===== src/rtl/sync_fifo.sv =====
// rtl/sync_fifo.sv - single-clock FIFO with full/empty flags and registered read data
module sync_fifo #(
  parameter int DEPTH = 8,
  parameter int WIDTH = 8
) (
  input  logic             clk,
  input  logic             rst_n,
  input  logic             w_en,
  input  logic             r_en,
  input  logic [WIDTH-1:0] data_in,
  output logic [WIDTH-1:0] data_out,
  output logic             full,
  output logic             empty
);

  localparam int AW = $clog2(DEPTH);
  localparam logic [AW:0] PTR_ONE = {{AW{1'b0}}, 1'b1};

  logic [WIDTH-1:0] r_mem [DEPTH];
  logic [AW:0]      r_wptr;
  logic [AW:0]      r_rptr;
  logic [WIDTH-1:0] r_data_out;
  logic             w_wr_ok;
  logic             w_rd_ok;

  // Pointers carry an extra wrap bit so full and empty are distinguishable.
  assign empty    = (r_wptr == r_rptr);
  assign full     = (r_wptr[AW-1:0] == r_rptr[AW-1:0]) && (r_wptr[AW] != r_rptr[AW]);
  assign w_wr_ok  = w_en && !full;
  assign w_rd_ok  = r_en && !empty;
  assign data_out = r_data_out;

  always_ff @(posedge clk) begin
    if (w_wr_ok) begin
      r_mem[r_wptr[AW-1:0]] <= data_in;
    end
  end

  // rst_n is active-high despite its name.
  always_ff @(posedge clk or posedge rst_n) begin
    if (rst_n) begin
      r_wptr     <= '0;
      r_rptr     <= '0;
      r_data_out <= '0;
    end else begin
      if (w_wr_ok) begin
        r_wptr <= r_wptr + PTR_ONE;
      end
      if (w_rd_ok) begin
        r_data_out <= r_mem[r_rptr[AW-1:0]];
        r_rptr     <= r_rptr + PTR_ONE;
      end
    end
  end

endmodule


===== config.mk =====
export PLATFORM = sky130hd
export DESIGN_NAME = sync_fifo
export DESIGN_NICKNAME = d
export VERILOG_FILES = /design/src/rtl/sync_fifo.sv
export SDC_FILE = /design/constraint.sdc
export NUM_CORES = 1
export LEC_CHECK = 0
export ABC_CLOCK_PERIOD_IN_PS = 4700
export CAP_MARGIN = 20
export CELL_PAD_IN_SITES_DETAIL_PLACEMENT = 1
export CELL_PAD_IN_SITES_GLOBAL_PLACEMENT = 2
export CORE_AREA = 2 2 94 96
export DETAILED_ROUTE_END_ITERATION = 6
export DIE_AREA = 0 0 96 98
export GPL_ROUTABILITY_DRIVEN = 0
export GPL_TIMING_DRIVEN = 0
export PLACE_DENSITY = 0.72
export SLEW_MARGIN = 20
export SYNTH_ARGS = -nofsm -noshare
export SYNTH_HDL_FRONTEND = slang
export SYNTH_SLANG_ARGS = --single-unit

===== constraint.sdc =====
create_clock -name clk -period 4.7 [get_ports clk]
set_input_delay 0.47 -clock clk [delete_from_list [all_inputs] [get_ports clk]]
set_output_delay 0.47 -clock clk [all_outputs]
set_load 0.02 [all_outputs]

# Word level (Yosys, flattened, before mapping)
# Memories as Yosys holds them, arrays and structs flattened. A register that Yosys moved wholly into a read port is not among the register bits.
# Cells that the tools add are included.
[op_classes]
add_sub_neg = 2
eq_ne = 3
muxes = 2
reduce_logical = 5
[op_table]
columns = ["operator", "count"]
rows = [
  ["4-bit by 1-bit adder with 4-bit output, second input constant", 2],
  ["4-bit == test", 1],
  ["3-bit == test", 1],
  ["1-bit logical AND", 3],
  ["1-bit logical NOT", 2],
  ["1-bit two-way mux", 2],
  ["1-bit inequality test", 1],
]
[totals]
regBits = 8
ramBits = 64
in_bits = 12
output_inout_bits = 10
elab_cells = 15
n_memories = 1
[mem_list]
columns = ["name", "depth", "word_bits", "read_ports", "rd_clocked_by_memory_dff", "wr", "line_no", "text"]
rows = [
  ["r_mem", 8, 8, 1, 1, 1, "19", "logic [WIDTH-1:0] r_mem [DEPTH];"],
]

# Longest topological paths before layout
# Gate-level depths: netlist of run 1.
[logic_depth]
depth_word = 6
mapped_depth = 6
depth_no_buf = 4

# Worst setup path before layout of run 1
# OpenSTA, ideal clock, no wires.
[synth_path]
path_type = "flip-flop to flip-flop"
from = "register r_rptr[1]"
to = "memory r_mem[1][0], enable pin"
setup_ns = 0.383
t_arrival_ns = 1.822
required_ns = 4.317
setup_slack_ns = 2.495
stages_incl_launch_ff = 6
path_buffers = 1
period_less_slack_ns = 2.205
cell_sequence = "dfrtp_1 -> buf_4 -> xor2_2 -> o41ai_4 -> or2_1 -> nor3_1"
[synth_via]
elab_chain_cells = 6
[synth_rtl]
columns = ["element", "line_no", "text"]
rows = [
  ["from (decl)", "21", "logic [AW:0] r_rptr;"],
  ["from (signal assigned)", "51", "r_rptr <= r_rptr + PTR_ONE;"],
  ["3-bit == test", "28", "assign full = (r_wptr[AW-1:0] == r_rptr[AW-1:0]) && (r_wptr[AW] != r_rptr[AW]);"],
  ["1-bit logical AND", "28", ""],
  ["1-bit logical NOT", "29", "assign w_wr_ok = w_en && !full;"],
  ["1-bit logical AND", "29", ""],
  ["1-bit two-way mux", "34", "if (w_wr_ok) begin"],
  ["1-bit two-way mux (implied by the code)", "35", "r_mem[r_wptr[AW-1:0]] <= data_in;"],
  ["to (decl)", "19", ""],
]
# Every way passes these cells.

# Final worst setup path of run 1
[layout_path]
from = "register r_rptr[0]"
to = "output full"
[layout_via]
elab_chain_cells = 2
[layout_rtl]
columns = ["element", "line_no", "text"]
rows = [
  ["3-bit == test", "28", ""],
  ["1-bit logical AND", "28", ""],
  ["to (decl)", "12", "output logic full,"],
]
# Every way passes these cells.

==> results of run 1 <==
[tightest hold or removal path, stage by stage (launching register included)]
cell and delay [ns]:
dfrtp_1 0.35, nand2_1 0.04, o21ai_0 0.06
[area by class of cell]
cell class                      count  area (µm²)  area share [%]
Timing Repair Buffer               21         210            5.54
Clock inverter                      7        62.6            1.65
Inverter                            4        15.0           0.395
Sequential cell                    80        2320            61.2
Clock buffer                        9         124            3.26
Multi-Input combinational cell     78         875            23.0
Buffer                              8        53.8            1.42
Tap cell                          108         135            3.56
[flip-flops by register name, indices dropped and copies added, names as in the netlist]
| name | count |
|---|---|
| r_mem | 64 |
| data_out | 8 |
| r_rptr | 4 |
| r_wptr | 4 |
[cell usage in the layout (no fill, tap or decap)]
| cell type | n |
|---|---|
| mux4_1 | 3 |
| xnor2_1 | 2 |
| ha_1 | 2 |
| xor2_1 | 5 |
| o21ai_0 | 6 |
| edfxtp_1 | 64 |
| or2b_1 | 1 |
| xor2_2 | 2 |
| buf_2 | 1 |
| nand2b_1 | 1 |
| buf_6 | 1 |
| or2_1 | 1 |
| xor2_4 | 1 |
| nor3_1 | 2 |
| clkinv_1 | 3 |
| buf_4 | 4 |
| clkdlybuf4s50_1 | 21 |
| dfrtp_1 | 16 |
| mux2i_1 | 8 |
| o21ai_1 | 2 |
| nand3_1 | 1 |
| clkinvlp_4 | 1 |
| nand2_1 | 11 |
| clkinv_4 | 1 |
| nor2_1 | 8 |
| bufinv_16 | 1 |
| nand2b_2 | 1 |
| clkinv_2 | 1 |
| inv_1 | 4 |
| clkbuf_8 | 9 |
| o41ai_4 | 2 |
| or2_2 | 1 |
| mux2_4 | 2 |
| buf_1 | 2 |
| mux4_2 | 13 |
| nor3_2 | 3 |
[stage by stage]
step	instances	power (µW)	utilization [%]	area [µm²]	hold WS [ns]
4_1_cts	315	2420	44.9	3800	0.491
5_1_grt	315	2520	44.9	3800	0.505
6_report	315	2380	44.9	3800	0.485
3_3_place_gp	299	1900	42.5	3600	0.466
3_5_place_dp	299	1940	42.7	3610	0.475
2_1_floorplan	170	1650	-	3260	0.384
[power breakdown]
part           switching (µW)  leakage (µW)  internal, µW
Sequential               79.8      0.000773           930
Combinational             483      0.000458           408
Clock                     241     0.0000917           240
Total                     804       0.00132          1580
[routing by layer]
layer  GRT usage, %  vias up
met1           19.4      796
met3           2.93       15
met5              0        -
li1               -      716
met2           22.9       42
met4           7.58        0
[path summary, 6_finish.rpt]
| check | start | endpoint | slack (ns) | cells past startpoint |
|---|---|---|---|---|
| setup reg to reg | r_rptr[1] | r_mem[5][4] | 2.16 | 5 |
| hold reg to reg | data_out[1] | data_out[1] | 0.49 | 2 |
| min in group asynchronous | rst_n | data_out[3] | 0.53 | 2 |
| hold / removal | data_out[1] | data_out[1] | 0.49 | 2 |
| max in group asynchronous | rst_n | data_out[6] | 3.73 | 2 |
| setup / recovery | r_rptr[0] | full | 1.99 | 5 |
[cell families (layout without fill, tap and decap cells)]
group / count (synthesis) / after routing / share of synthesized area (%)
AOI/OAI and AO/OA: 10 / 10 / 2.92
xor gates and xnor gates: 10 / 10 / 3.73
adders and majority gates: 2 / 2 / 0.769
buffers and inverters: 12 / 49 / 2.11
DFF: 80 / 80 / 71.3
muxes: 26 / 26 / 14.8
and+or+nand+nor: 30 / 30 / 4.34
==> flow_metrics.py, run 1 <==
metrics = {
    "sta": {
        "layout_min_cycle_time_ns": 2.71,
        "slew_headroom_pct": 32.3,
        "finalWorstSetupSlack_ns": 1.99,
        "hold_viol_final": 0,
        "worstMarginPinSlew_ns": 1.01,
        "period_share_pct": 57.7,
        "rsz0062_at_grt": "false",
        "fmax_mhz": 369,
        "setup_violations": 0,
        "drv_slew": 0,
        "tns_ns": 0,
        "skew_ns": 0.00394,
    },
    "worst_setup_path": {
        "cp.arrival_ns": 2.24,
        "critPathRequiredTime_ns": 4.23,
        "slowest_stage": "clkdlybuf4s50_1",
        "end_kind": "output pin",
        "crit_path_start_kind": "flop",
        "crit_family": "buffers and inverters",
        "worst-path-buf-inv": 2,
        "worstPathMaxFanout": 10,
        "max_stage_delay_ns": 0.64,
        "crit_chain": "buf_6, xor2_4, or2_2, nor3_1, clkdlybuf4s50_1",
        "crit_type": "flop to output pin",
    },
    "job": {
        "maxCapViolCount": 0,
    },
    "finish": {
        "drive_gt1_share_pct": 21.3,
        "final_net_count": 216,
        "area_growth_pct": 16.6,
        "diodes": 0,
        "fillers": 791,
    },
    "floorplanning": {
        "die_w_um": 96,
        "core_area_mm2": 0.00847,
        "fp.dieH_um": 98,
        "floorplan.initialDensity_pct": 38.5,
        "placementRows": 34,
        "die-area_mm2": 0.00941,
        "io_pins": 22,
    },
    "clocking": {
        "cts_setup_buffers": 0,
        "clk_latency_ns": 0.34,
        "cts_buffers": 9,
        "clock-root-buffer": "clkbuf_8",
        "clk_pin_slew_ns": 0.08,
        "hold_buffers": 0,
        "cts_max_path_buffers": 2,
        "cts-htree-levels": 3,
        "tritoncts": "done",
        "clock_sinks": 80,
        "cts_resized": 0,
    },
    "route": {
        "wl_per_cell_um": 19.6,
        "vias_per_cell": 4.98,
        "drc": 0,
        "detail_route.iter0.violations": 107,
        "wl_met3_um": 283,
        "wirelength_um": 6170,
        "firstDrtPassIters": 4,
        "wl_met1_um": 2560,
        "antenna_left": 0,
        "vias": 1569,
        "routed-wl-met2_um": 3140,
        "highest_layer": "met4",
    },
    "power": {
        "p_per_area_mw_per_mm2": 627,
        "irDropWorstVdd_mv": 0.240,
        "leakagePower_uw": 0.00132,
    },
    "min_path": {
        "worstHoldPathType": "flop to flop",
    },
    "synthesis": {
        "post-synth-top-area-fraction_pct": 59.0,
        "yosysMostFrequentCell": "edfxtp_1",
        "synth_common_cells": "64 x edfxtp_1, 16 x dfrtp_1, 13 x mux4_2, 11 x nand2_1",
        "syn_area_mm2": 0.00326,
        "syn_avg_cell_area_um2": 19.2,
        "synth_warnings": 0,
        "async_flop_share_pct": 20.0,
        "syn_nets": 184,
        "synthFlopType": "edfxtp_1",
        "yosysUniqueCellTypes": 29,
        "synth_area_leaders": "edfxtp_1 59%, dfrtp_1 12%, mux4_2 9.0%",
        "yosys.area.top_type": "edfxtp_1",
        "syn-instance-count": 170,
        "synth-seq-area-share_pct": 71.3,
        "synth_edf_count": 64,
        "ys_seq_elements": 80,
    },
    "placed_design": {
        "post-dp-hpwl_um": 4090,
        "preCtsSetupSlack_ns": 2.08,
        "numPortBuffers": 21,
    },
    "global_route": {
        "grt_pass1_vias": 1751,
        "grt_overflow": 0,
        "grt_antenna_before_repair": 0,
        "grt_usage_pct": 14.7,
        "grt_pass1_wl_um": 9680,
        "grt_max_degree": 17,
    },
    "status": {
        "status": "completed",
    },
}
No activity file was read; power rests on OpenSTA's default activity.
==> run 2: changes to the inputs <==
--- a/config.mk
+++ b/config.mk
@@ -5,7 +5,7 @@
 export SDC_FILE = /design/constraint.sdc
 export NUM_CORES = 1
 export LEC_CHECK = 0
-export ABC_CLOCK_PERIOD_IN_PS = 4700
+export ABC_CLOCK_PERIOD_IN_PS = 2500
 export CAP_MARGIN = 20
 export CELL_PAD_IN_SITES_DETAIL_PLACEMENT = 1
 export CELL_PAD_IN_SITES_GLOBAL_PLACEMENT = 2
==> constraint.sdc (replaced) <==
create_clock -name clk -period 2.5 [get_ports clk]
set_input_delay 0.25 -clock clk [delete_from_list [all_inputs] [get_ports clk]]
set_output_delay 0.25 -clock clk [all_outputs]
set_load 0.02 [all_outputs]
==> run 2 against run 1 <==
  * Wire length up 0.67%
  * Combinational power up 90%
  * Clock skew up 0.00075 ns
  * Register-to-register slack worse by 2.0 ns
  * Non-clock buffer count unchanged
  * Clock power up 88%
  * First-iteration DRC count up 6.5%
  * Sequential share of layout area down 0.36 points
  * Core utilization up 0.27 points
  * Die area unchanged
  * Worst hold slack worse by 0.18 ns
  * Largest cell class unchanged
  * Highest routed layer unchanged
==> flow_metrics.py, run 2 (synthesized netlist as in run 1, its figures left out) <==
metrics = {
    "floorplanning": {
        "floorplan.initialDensity_pct": 38.5,
        "die_w_um": 96,
        "fp.dieH_um": 98,
        "placementRows": 34,
        "die-area_mm2": 0.00941,
        "io_pins": 22,
        "core_area_mm2": 0.00847,
    },
    "sta": {
        "finalWorstSetupSlack_ns": 0.172,
        "worstMarginPinSlew_ns": 1.04,
        "hold_slack_ns": 0.303,
        "hold_viol_final": 0,
        "setup_violations": 0,
        "period_share_pct": 93.1,
        "layout_min_cycle_time_ns": 2.33,
        "skew_ns": 0.00469,
        "drv_slew": 0,
        "rsz0062_at_grt": "false",
        "slew_headroom_pct": 30.6,
        "fmax_mhz": 430,
    },
    "power": {
        "p_per_area_mw_per_mm2": 1180,
        "p_total_uw": 4500,
        "irDropWorstVdd_mv": 0.450,
        "leakagePower_uw": 0.00134,
    },
    "route": {
        "drc": 0,
        "wirelength_um": 6210,
        "vias": 1578,
        "vias_per_cell": 5.01,
        "detail_route.iter0.violations": 114,
        "firstDrtPassIters": 4,
        "antenna_left": 0,
        "wl_per_cell_um": 19.7,
    },
    "worst_setup_path": {
        "cp.arrival_ns": 2.29,
        "r2r-end": "r_mem[7][4]",
        "r2r-start": "r_rptr[1]",
        "crit_path_start_kind": "flop",
        "end_kind": "flop",
        "worstPathMaxFanout": 10,
        "r2r_slack_ns": 0.17,
        "critPathRequiredTime_ns": 2.47,
        "crit_type": "flop to flop",
        "reg2reg_depth": 4,
    },
    "placed_design": {
        "post-dp-hpwl_um": 4090,
        "numPortBuffers": 21,
        "preCtsSetupSlack_ns": -0.106,
        "dpl_cell_area_mm2": 0.00361,
    },
    "global_route": {
        "grt_usage_pct": 14.7,
        "grt_pass1_vias": 1754,
        "grt_overflow": 0,
        "grt_antenna_before_repair": 0,
        "grt_pass1_wl_um": 9690,
        "grt_max_degree": 17,
    },
    "clocking": {
        "cts_buffers": 9,
        "hold_buffers": 0,
        "tritoncts": "done",
        "clock-root-buffer": "clkbuf_8",
        "clock_sinks": 80,
        "clk_latency_ns": 0.34,
        "cts-htree-levels": 3,
        "cts_max_path_buffers": 2,
        "clk_pin_slew_ns": 0.08,
    },
    "finish": {
        "final_area_mm2": 0.00382,
        "largest_register_ffs": 64,
        "final_net_count": 216,
        "diodes": 0,
        "final_common_cell": "edfxtp_1",
        "area_growth_pct": 17.3,
        "final_cell_mix": "64 x edfxtp_1, 19 x clkdlybuf4s50_1, 16 x dfrtp_1, 13 x mux4_2, 11 x nand2_1",
        "final_core_util_pct": 45.1,
        "drive_gt1_share_pct": 23.7,
    },
    "min_path": {
        "worstHoldPathType": "input pin to asynchronous set/reset pin",
    },
    "status": {
        "status": "completed",
    },
    "job": {
        "maxCapViolCount": 0,
    },
}
-- run 2: worst max-delay path by stage --
stage / slack, ns / to / depth (start not counted) / from
2_1_floorplan: 0.29 / r_mem[1][0] / 5 / r_rptr[1]
3_3_place_gp: -0.33 / r_mem[1][4] / 5 / r_rptr[1]
3_5_place_dp: -0.11 / r_mem[5][7] / 5 / r_rptr[1]
4_1_cts: 0.02 / r_mem[2][1] / 5 / r_rptr[1]
5_1_grt: 0.03 / r_mem[7][4] / 4 / r_rptr[1]
6_report: 0.17 / r_mem[7][4] / 4 / r_rptr[1]
-- run 2: report_power, final --
group / switching [µW] / leakage [µW] / internal (µW) / total (µW)
combinational: 930 / 0.000470 / 762 / 1690
sequential: 156 / 0.000773 / 1750 / 1900
clock: 454 / 0.0000917 / 451 / 905
total: 1540 / 0.00134 / 2960 / 4500
-- run 2: repair_timing --
item,4_1_cts,5_1_grt
setup endpoints to repair,34,24
pin swaps,0,0
resized for setup,6,3
buffers inserted,0,0
-- run 2: worst max-delay path, cell delays in order (launching register included) --
cell,delay (ns)
dfrtp_1,0.40
buf_4,0.20
xor2_2,0.35
o41ai_4,0.14
nor3_2,0.85
-- run 2: layout make-up --
class	instances	area (µm²)
Multi-Input combinational cell	78	900
Clock inverter	7	62.6
Inverter	4	15.0
Timing Repair Buffer	21	208
Clock buffer	9	124
Fill cell	782	4650
Buffer	8	53.8
Sequential cell	80	2320
Tap cell	108	135
-- run 2: per-stage QoR --
stage	setup TNS (ns)	std cells
after floorplan	0	170
after global placement	-4.83	299
after detailed placement	-1.36	299
after CTS	0	315
after global routing	0	315
final	0	315
-- run 2: metal layers --
layer  track usage, %  up-vias  part of all wire, %
li1                 -      721                    -
met1             19.4      799                   41
met2             22.9       46                   52
met3             2.93       12                  4.9
met4             7.58        0                  2.8
met5                0        -                    0
